===== config.mk =====
export PLATFORM = sky130hd
export DESIGN_NAME = spi_frame_master
export DESIGN_NICKNAME = d
export VERILOG_FILES = /design/src/rtl/spi_frame_master.sv
export SDC_FILE = /design/constraint.sdc
export NUM_CORES = 1
export LEC_CHECK = 0
export BUFFER_PORTS_ARGS = -buffer_cell sky130_fd_sc_hd__buf_2
export CAP_MARGIN = 10
export CORE_MARGIN = 3
export CORE_UTILIZATION = 45
export CTS_CLUSTER_DIAMETER = 80
export CTS_CLUSTER_SIZE = 25
export DETAILED_ROUTE_END_ITERATION = 10
export PLACE_DENSITY = 0.66
export REMOVE_ABC_BUFFERS = 1
export SYNTH_ARGS = -nofsm -noshare
export SYNTH_HDL_FRONTEND = slang
export SYNTH_SLANG_ARGS = --single-unit

===== constraint.sdc =====
create_clock -name clk -period 3 [get_ports clk]
set_input_delay 0.15 -clock clk [delete_from_list [all_inputs] [get_ports clk]]
set_output_delay 0.15 -clock clk [all_outputs]
set_load 0.02 [all_outputs]

===== src/rtl/spi_frame_master.sv =====
// Full-duplex SPI master: each word is sent as N_FRAMES chip-select frames of
// FRAME_W bits, MSB first, with a programmable SCLK divider and inter-frame gap.
module spi_frame_master #(
  parameter int unsigned FRAME_W   = 16,
  parameter int unsigned N_FRAMES  = 2,
  parameter int unsigned CLK_DIV   = 1,
  parameter int unsigned PAUSE_CYC = 4,
  parameter int unsigned CPOL      = 0,
  parameter int unsigned CPHA      = 0
) (
  input  logic                          clk,
  input  logic                          rst,
  input  logic                          start,
  input  logic [FRAME_W*N_FRAMES-1:0]   tx_data,
  output logic                          busy,
  output logic                          done,
  output logic [FRAME_W*N_FRAMES-1:0]   rx_data,
  output logic                          sclk,
  output logic                          csn,
  output logic                          mosi,
  input  logic                          miso
);

  localparam int unsigned WORD_W  = FRAME_W * N_FRAMES;
  localparam int unsigned HALVES  = 2 * FRAME_W;
  localparam int unsigned HALF_W  = $clog2(HALVES);
  localparam int unsigned CNT_MAX = (CLK_DIV > PAUSE_CYC) ? CLK_DIV : PAUSE_CYC;
  localparam int unsigned CNT_W   = (CNT_MAX > 1) ? $clog2(CNT_MAX) : 1;
  localparam int unsigned FRM_W   = (N_FRAMES > 1) ? $clog2(N_FRAMES) : 1;
  localparam logic        POL     = 1'(CPOL);
  localparam logic        PHA0    = (CPHA == 0);

  typedef enum logic [2:0] {
    S_IDLE, S_SETUP, S_XFER, S_HOLD, S_PAUSE, S_DONE
  } state_t;

  state_t              state_q, state_d;
  logic [CNT_W-1:0]    cnt_q, cnt_d;
  logic [HALF_W-1:0]   half_q, half_d;
  logic [FRM_W-1:0]    frame_q, frame_d;
  logic [WORD_W-1:0]   tx_q, tx_d;
  logic [WORD_W-1:0]   rxs_q, rxs_d;
  logic [WORD_W-1:0]   rx_data_q, rx_data_d;
  logic                sclk_q, sclk_d;
  logic                csn_q, csn_d;
  logic                mosi_q, mosi_d;
  logic                busy_q, busy_d;
  logic                done_q, done_d;
  logic                edge_c;
  logic                lead_c;
  logic [HALF_W-1:0]   nhalf_c;

  // State and output registers
  always_ff @(posedge clk) begin
    if (rst) begin
      state_q   <= S_IDLE;
      cnt_q     <= '0;
      half_q    <= '0;
      frame_q   <= '0;
      tx_q      <= '0;
      rxs_q     <= '0;
      rx_data_q <= '0;
      sclk_q    <= POL;
      csn_q     <= 1'b1;
      mosi_q    <= 1'b0;
      busy_q    <= 1'b0;
      done_q    <= 1'b0;
    end else begin
      state_q   <= state_d;
      cnt_q     <= cnt_d;
      half_q    <= half_d;
      frame_q   <= frame_d;
      tx_q      <= tx_d;
      rxs_q     <= rxs_d;
      rx_data_q <= rx_data_d;
      sclk_q    <= sclk_d;
      csn_q     <= csn_d;
      mosi_q    <= mosi_d;
      busy_q    <= busy_d;
      done_q    <= done_d;
    end
  end

  // Next-state logic; outputs are computed for the next cycle and registered
  always_comb begin
    state_d   = state_q;
    cnt_d     = cnt_q + CNT_W'(1);
    half_d    = half_q;
    frame_d   = frame_q;
    tx_d      = tx_q;
    rxs_d     = rxs_q;
    rx_data_d = rx_data_q;
    sclk_d    = sclk_q;
    mosi_d    = mosi_q;
    done_d    = 1'b0;
    csn_d     = 1'b1;
    busy_d    = 1'b0;
    edge_c    = 1'b0;
    lead_c    = 1'b0;
    nhalf_c   = half_q;

    case (state_q)
      S_IDLE: begin
        cnt_d = '0;
        if (start) begin
          state_d = S_SETUP;
          tx_d    = tx_data;
          frame_d = '0;
          mosi_d  = PHA0 ? tx_data[WORD_W-1] : 1'b0;
        end
      end
      S_SETUP: begin
        if (cnt_q == CNT_W'(CLK_DIV - 1)) begin
          state_d = S_XFER;
          cnt_d   = '0;
          edge_c  = 1'b1;
          nhalf_c = '0;
        end
      end
      S_XFER: begin
        if (cnt_q == CNT_W'(CLK_DIV - 1)) begin
          cnt_d = '0;
          if (half_q == HALF_W'(HALVES - 1)) begin
            state_d = S_HOLD;
          end else begin
            edge_c  = 1'b1;
            nhalf_c = half_q + HALF_W'(1);
          end
        end
      end
      S_HOLD: begin
        if (cnt_q == CNT_W'(CLK_DIV - 1)) begin
          cnt_d = '0;
          if (frame_q == FRM_W'(N_FRAMES - 1)) begin
            state_d   = S_DONE;
            done_d    = 1'b1;
            rx_data_d = rxs_q;
          end else begin
            state_d = S_PAUSE;
            frame_d = frame_q + FRM_W'(1);
          end
        end
      end
      S_PAUSE: begin
        if (cnt_q == CNT_W'(PAUSE_CYC - 1)) begin
          state_d = S_SETUP;
          cnt_d   = '0;
          mosi_d  = PHA0 ? tx_q[WORD_W-1] : 1'b0;
        end
      end
      S_DONE: begin
        state_d = S_IDLE;
        cnt_d   = '0;
      end
      default: begin
        state_d = S_IDLE;
        cnt_d   = '0;
      end
    endcase

    // Each new half-period starts with an SCLK edge; even halves are leading edges
    if (edge_c) begin
      half_d = nhalf_c;
      lead_c = ~nhalf_c[0];
      sclk_d = lead_c ? ~POL : POL;
      if (lead_c == PHA0) begin
        rxs_d = {rxs_q[WORD_W-2:0], miso};
      end
      if (PHA0 && !lead_c) begin
        tx_d = tx_q << 1;
        if (nhalf_c != HALF_W'(HALVES - 1)) begin
          mosi_d = tx_q[WORD_W-2];
        end
      end
      if (!PHA0 && lead_c) begin
        mosi_d = tx_q[WORD_W-1];
        tx_d   = tx_q << 1;
      end
    end

    // Chip-select, busy and idle levels follow the next state
    if (state_d == S_SETUP || state_d == S_XFER || state_d == S_HOLD) begin
      csn_d = 1'b0;
    end else begin
      mosi_d = 1'b0;
    end
    if (state_d != S_XFER) begin
      sclk_d = POL;
    end
    busy_d = (state_d != S_IDLE) && (state_d != S_DONE);
  end

  assign busy    = busy_q;
  assign done    = done_q;
  assign rx_data = rx_data_q;
  assign sclk    = sclk_q;
  assign csn     = csn_q;
  assign mosi    = mosi_q;

endmodule


==> summary.md, run 1 <==
| Metric | Value |
|---|---|
| M3 GR Usage | 3.70% |
| Vias in the first global route | 3386 |
| R2R setup slack | roughly 0.64 ns |
| TritonCTS clock tree | yes |
| Leak Pwr | 0.00199 uW |
| Main area contributors after synthesis | dfxtp_1 50%, nand2_1 11%, a21oi_1 7.8% |
| GRT Util Overall | between 15 and 20% |
| Latest clock arrival within the worst-skew pair | 0.37 ns |
| Cell taking the most area after synthesis | dfxtp_1 |
| Ys Warns | 0 |
| DP HPWL | 5900 microns |
| Max Cap Viol | 0 |
| Initial antenna violation count | 0 |
| RR Startpoint | cnt_q[0] |
| Cell variety after synth | 46 |
| Met1 Track Usage GR | about a fifth |
| Clock sinks | approximately 110 |
| Cells along the critical path | inv_1 > ha_1 > and4bb_4 > and2_4 > nand2b_2 > buf_4 > nor2_1 > a211oi_1 |
| Placed inst area | approximately 4900 sq um |
| Relative slew slack | 30.6% |
| Final hold viol count | 0 |
| Die width | ~110 microns |
| FF-to-FF End | tx_q[7] |
| CP Class | register to register |
| Global route hottest layer | met2 |
| Die area | 11300 sq um |
| Number of synthesized flops with an enable pin | 0 |
| Async set-reset flop share out of synthesis | 0% |
| WL per Instance | 12.5 microns |
| Seq cells post-synth | 112 |
| Global-route wire length before repair | 15200 microns |
| CP arrival | 2.64 ns |
| Most frequent cells in the layout | 136 x nand2_1, 112 x dfxtp_1, 71 x a21oi_1, 71 x buf_2, 40 x nor2_1 |
| Initial drt markers | 213 |
| CTS Buf Count | 9 |
| Mapped Avg Cell Area | 8.61 sq um |
| Worst Tran Pin Value | ~1.0 ns |
| CTS root buf | clkbuf_8 |
| Fin crit share | just under 80% |
| Final clock skew | 0.0109 ns |
| Gpl congestion | 0.791 |
| Area share of the largest cell type after synthesis | 49.5% |
| Nets | between 600 and 700 |
| Core area | 9500 sq um |
| Max IR drop VDD | 0.315 mV |
| I/O Pins | 73 |
| Initial Utilization | about 48% |
| CP peak stage delay | 0.48 ns |
| DRT antenna net count | 0 |
| F_max | 424 MHz |
| Type of element launching the critical path | register |
| Antenna cell count | 0 |
| Worst-case reg-to-reg path depth | 8 |
| Sequential area share after synthesis | 49.5% |
| P per Cell Area | roughly 530 nW/um^2 |
| Final setup viols | 0 |
| Commonest non-fill, non-tap cell in the layout | nand2_1 |
| Final instance area | 5080 sq um |
| Vias | 3624 |
| Final Max Tran Viols | 0 |
| Synth Instances | about 530 |
| Total global routing overflow | 0 |
| 1st-pass router iterations | 4 |
| Post_cts resized | 0 |
| Post-synth top flop | dfxtp_1 |
| Min Tclk post-route | 2.36 ns |
| Worst path slowest cell | nand2b_2 |
| Non-Filler Instances | 709 |
| Die Y-Extent | roughly 110 microns |
| # placed instances | 694 |
| Cells on Worst Hold Path | 3 |
| Row cnt | 35 |
| Vias per cell | 5.11 |
| Crit. End Element | register |
| CTS H-tree depth | 3 |
| Met2 GRT Util | a little over a quarter |
| Clock tree buffer depth | 2 |
| Critical Path RT | 3.28 ns |
| Clk pin slew, worst setup/hold paths | 0.10 ns |
| Pin count of the biggest net entering global routing | 69 |
| Layout cells sized above 1 | between 10% and 20% |
| Status | finished clean |
| Residual DRC | 0 |
| Final WL | a little under 9000 microns |
| Min-delay src | miso |
| Hold crit path type | primary input to register |
| Area Overhead vs Synth | 12.2% |
| Unrepaired setup endpoints after global routing | false |
| Post-CTS Hold Buffers | 0 |
| Port Buffer Count | 72 |
| Mapped Area | ~4500 sq um |
| Hold worst-path end | rxs_q[0] |
| Crit path max fanout | 36 |
| Post-CTS setup buffers | 0 |
-- registers in the layout (all words and copies together), names as in the netlist --
signal,count
rx_data,32
rxs_q,32
tx_q,32
half_q,5
state_q,3
cnt_q,2
busy,1
csn,1
done,1
frame_q,1
mosi,1
sclk,1
-- logic make-up after synthesis --
logic type               count (synthesis)  share of synthesized area (%)
AO/OA/AOI/OAI                          126                           17.1
adder cells (fa/ha/maj)                  4                           1.11
flip-flops                             112                           49.5
buffers and inverters                   46                           5.39
XOR/XNOR                                 1                          0.194
multiplexers                            33                           7.30
AND/OR/NAND/NOR                        204                           19.3
-- worst max-delay path: cells and delay by family (launching register included) --
family / cells / cell delay, ns
flip-flops: 1 / 0.37
buffers and inverters: 2 / 0.39
AO/OA/AOI/OAI: 1 / 0.21
AND/OR/NAND/NOR: 4 / 0.99
adder cells (fa/ha/maj): 1 / 0.31
-- cell usage after synthesis (4+ instances only) --
cell type and instances:
clkbuf_1 17, mux2i_1 33, a21oi_1 71, buf_4 4
nand3_1 4, dfxtp_1 112, buf_6 5, o21ai_0 4
ha_1 4, inv_1 5, nor2_1 40, nor2b_1 4
nand2_1 136, buf_2 15, a211oi_1 32
-- stage by stage --
stage | power, uW | setup slack [ns] | TNS (ns) | hold slack [ns] | util (%)
after detailed placement | 1920 | 0.656 | 0 | 0.405 | 51.6
final | 2690 | 0.639 | 0 | 0.0232 | 53.4
after floorplan | 1830 | -3.35 | -116.54 | 0.219 | -
after global routing | 2820 | 0.436 | 0 | 0.0195 | 53.4
after CTS | 2720 | 0.637 | 0 | 0.00547 | 53.4
after global placement | 1910 | 0.770 | 0 | 0.401 | 51.6
-- report_power, final --
part | internal [uW] | switching (uW)
logic | 124 | 168
registers | 1550 | 40.7
clock network | 307 | 499
total | 1980 | 708
-- per-layer routing --
metal,vias to the layer above,routed length [microns]
li1,1898,-
met1,1643,4410
met2,72,3900
met3,11,408
met4,0,141
met5,-,0
-- final cells by class --
cell class | instances | area (sq um)
Inverter | 5 | 18.8
Clock inverter | 5 | 43.8
Fill cell | 931 | 4420
Timing Repair Buffer | 80 | 435
Tap cell | 129 | 161
Multi-Input combinational cell | 368 | 2050
Sequential cell | 112 | 2240
Clock buffer | 10 | 128
-- worst max-delay path by stage --
stage / to / slack (ns) / from / cells past startpoint
CTS: tx_q[7] / 0.64 / cnt_q[0] / 8
finish: tx_q[7] / 0.64 / cnt_q[0] / 8
global route: tx_q[11] / 0.44 / cnt_q[0] / 8
detailed placement: tx_q[10] / 0.66 / cnt_q[0] / 8
global placement: tx_q[16] / 0.77 / cnt_q[0] / 8
floorplan: mosi / -3.35 / state_q[2] / 5
Power figures use the tool's default switching activity.
==> run 2, diff against run 1 <==
- ABC_AREA: not set -> 1
- PLACE_DENSITY: 0.66 -> 0.68
- clock period: 3 -> 2.1 ns (I/O delays scaled with it)
==> summary.md, run 2 <==
| Metric | Value |
|---|---|
| CP peak stage delay | 0.37 ns (-0.11 ns) |
| Gpl congestion | 0.848 (+7.2%) |
| Pin count of the biggest net entering global routing | 73 (+5.8%) |
| Commonest non-fill, non-tap cell in the layout | nor2_1 |
| CTS H-tree depth | 3 (unchanged) |
| F_max | 527 MHz (+24%) |
| Async set-reset flop share out of synthesis | 0% (unchanged) |
| R2R setup slack | 0.20 ns (-0.44 ns) |
| 1st-pass router iterations | 4 (unchanged) |
| FF-to-FF End | rxs_q[22] |
| Sequential area share after synthesis | 48.6% (-0.89 points) |
| Latest clock arrival within the worst-skew pair | 0.38 ns (about the same) |
| CP Class | register to register |
| # placed instances | 828 (+19%) |
| Port Buffer Count | 72 (unchanged) |
| Final clock skew | 0.0129 ns (+0.00195 ns) |
| Worst path slowest cell | dfxtp_1 |
| Cell taking the most area after synthesis | dfxtp_1 |
| Top cells by count, synth | 186 x nor2_1, 112 x dfxtp_1, 110 x nand2_1, 83 x o21ai_0, 38 x inv_1 |
| Mapped Avg Cell Area | 7.09 sq um (-18%) |
| CTS root buf | clkbuf_8 |
| Seq cells post-synth | 112 (unchanged) |
| Clock tree buffer depth | 2 (unchanged) |
| Count leader, synth | nor2_1 |
| Type of element launching the critical path | register |
| Nets | 748 (+21%) |
| Crit. End Element | register |
| TritonCTS clock tree | yes |
| Post-synth top flop | dfxtp_1 |
| Mapped Area | 4610 sq um (+1.8%) |
| Max IR drop VDD | 0.382 mV (+21%) |
| DRT antenna net count | 0 (unchanged) |
| Clk pin slew, worst setup/hold paths | 0.10 ns (about the same) |
| Final hold viol count | 0 (unchanged) |
| Critical Path RT | 2.37 ns (-0.91 ns) |
| Relative slew slack | 71.9% (+41 points) |
| Final Max Tran Viols | 0 (unchanged) |
| Area share of the largest cell type after synthesis | 48.6% (-0.89 points) |
| Final WL | 9800 microns (+11%) |
| Initial Utilization | 46.7% (-0.91 points) |
| Antenna cell count | 0 (unchanged) |
| I/O Pins | 73 (unchanged) |
| P per Cell Area | 777 nW/um^2 (+47%) |
| Max Cap Viol | 0 (unchanged) |
| Cell variety after synth | 29 (-37%) |
| Vias | 4093 (+13%) |
| Worst-case reg-to-reg path depth | 10 (+2) |
| Residual DRC | 0 (unchanged) |
| Cells along the critical path | ha_1 > nand4_2 > nand2_1 > o21ai_1 > nand3b_2 > nand2_2 > nand2_2 > buf_8 > o21ai_0 > nor2_1 |
| CP Launch Point | half_q[0] |
| Hold crit path type | primary input to register |
| Fin util | 53.7% (+0.29 points) |
| Row cnt | 36 (+2.9%) |
| Vias in the first global route | 3947 (+17%) |
| Post-CTS setup buffers | 0 (unchanged) |
| Fin crit share | 90.4% (+12 points) |
| Layout cells sized above 1 | 16.3% (-1.5 points) |
| Area Overhead vs Synth | 15.0% |
| Most frequent cells in the layout | 186 x nor2_1, 112 x dfxtp_1, 110 x nand2_1 |
| Synth Instances | 650 (+24%) |
| Global-route wire length before repair | 17000 microns (+12%) |
| Non-Filler Instances | 845 (+19%) |
| Initial antenna violation count | 0 (unchanged) |
| Crit path max fanout | 32 (-11%) |
| Min Tclk post-route | 1.90 ns (-0.463 ns) |
| WL per Instance | 11.6 microns (-7.2%) |
| Unrepaired setup endpoints after global routing | false |
| CP arrival | 2.17 ns (-0.47 ns) |
| DP HPWL | 6560 microns (+11%) |
| Layout fillers | 967 (+3.9%) |
| Number of synthesized flops with an enable pin | 0 (unchanged) |
| Core area | 9860 sq um (+3.8%) |
| Clock sinks | 112 (unchanged) |
| Initial drt markers | 237 (+11%) |
| Die width | 107 microns (+0.86%) |
| Vias per cell | 4.84 (-5.2%) |
| Ys Warns | 0 (unchanged) |
| GRT Util Overall | 17.9% (+1.7 points) |
| CTS Buf Count | 9 (unchanged) |
| Worst Setup EP | rxs_q[22] |
| Total global routing overflow | 0 (unchanged) |
| Leak Pwr | 0.00248 uW (+25%) |
| Final setup viols | 0 (unchanged) |
| Die Y-Extent | 107 microns (+0.86%) |
| Fin Hold WS | 0.0541 ns (+0.0308 ns) |
| Cell mode on critical path | nand2_2 |
| Worst Tran Pin Value | 0.420 ns (-0.621 ns) |
| Die area | 11500 sq um (+1.7%) |
| Setup TNS | 0 ns (unchanged) |
| RR Startpoint | half_q[0] |
| Status | finished clean |
| Main area contributors after synthesis | dfxtp_1 49%, nor2_1 15%, o21ai_0 9.0% |
run 2: cell count changes after synthesis, moves of 26 or more:
cell / delta
nor2_1: +146
o21ai_0: +79
a21oi_1: -55
inv_1: +33
mux2i_1: -33
a211oi_1: -31
nand3_1: +29
nand2_1: -26
run 2: final cells by class:
class,instances,area [sq um],area share (%)
Tap cell,133,166,3.14
Sequential cell,112,2240,42.3
Multi-Input combinational cell,458,2020,38.1
Timing Repair Buffer,84,526,9.92
Clock buffer,12,155,2.93
Clock inverter,3,26.3,0.496
Inverter,43,164,3.09
run 2: how the worst min path moves through the flow:
| stage | start | to | slack [ns] | depth (start not counted) |
|---|---|---|---|---|
| floorplan | rst | cnt_q[0] | 0.17 | 1 |
| global placement | miso | rxs_q[0] | 0.36 | 3 |
| detailed placement | miso | rxs_q[0] | 0.37 | 3 |
| CTS | tx_data[4] | tx_q[4] | 0.04 | 5 |
| global route | tx_data[2] | tx_q[2] | 0.06 | 5 |
| finish | tx_data[4] | tx_q[4] | 0.05 | 5 |
run 2: cells by family (layout without fill, tap and decap cells):
group	after synthesis	in the layout	share of synthesized area, %
AND/OR/NAND/NOR	346	346	30.6
flip-flops	112	112	48.6
AO/OA/AOI/OAI	108	108	12.1
buffers and inverters	80	142	7.57
adder cells (fa/ha/maj)	4	4	1.09
run 2: power breakdown:
part | switching, uW | internal (uW) | total [uW]
logic | 342 | 211 | 553
registers | 86.1 | 2270 | 2350
clock network | 711 | 500 | 1210
run 2: timing repair:
item	in CTS	in global routing
hold buffers	2	0
gates resized for setup	0	8
endpoints found under the hold margin	2	0
endpoints found under the setup margin	0	58
run 2: routing by layer:
layer	part of all wire [%]	GRT usage (%)
met4	2.4	6.94
met5	0	0
met2	46	30.4
met1	47	21.9
met3	4.5	4.21
run 2: through the flow:
| step | worst slack, ns | area [sq um] | power (uW) |
|---|---|---|---|
| floorplan | -0.0640 | 4420 | 2760 |
| global placement | 0.172 | 5090 | 2920 |
| detailed placement | 0.0934 | 5090 | 2940 |
| CTS | 0.0841 | 5290 | 4150 |
| global route | 0.0102 | 5300 | 4360 |
| finish | 0.202 | 5300 | 4120 |
run 2: worst max-delay path: cells and delay by family (launching register included):
kind	cells	cell delay [ns]
AND/OR/NAND/NOR	6	0.63
flip-flops	1	0.37
AO/OA/AOI/OAI	2	0.32
adder cells (fa/ha/maj)	1	0.27
buffers and inverters	1	0.18
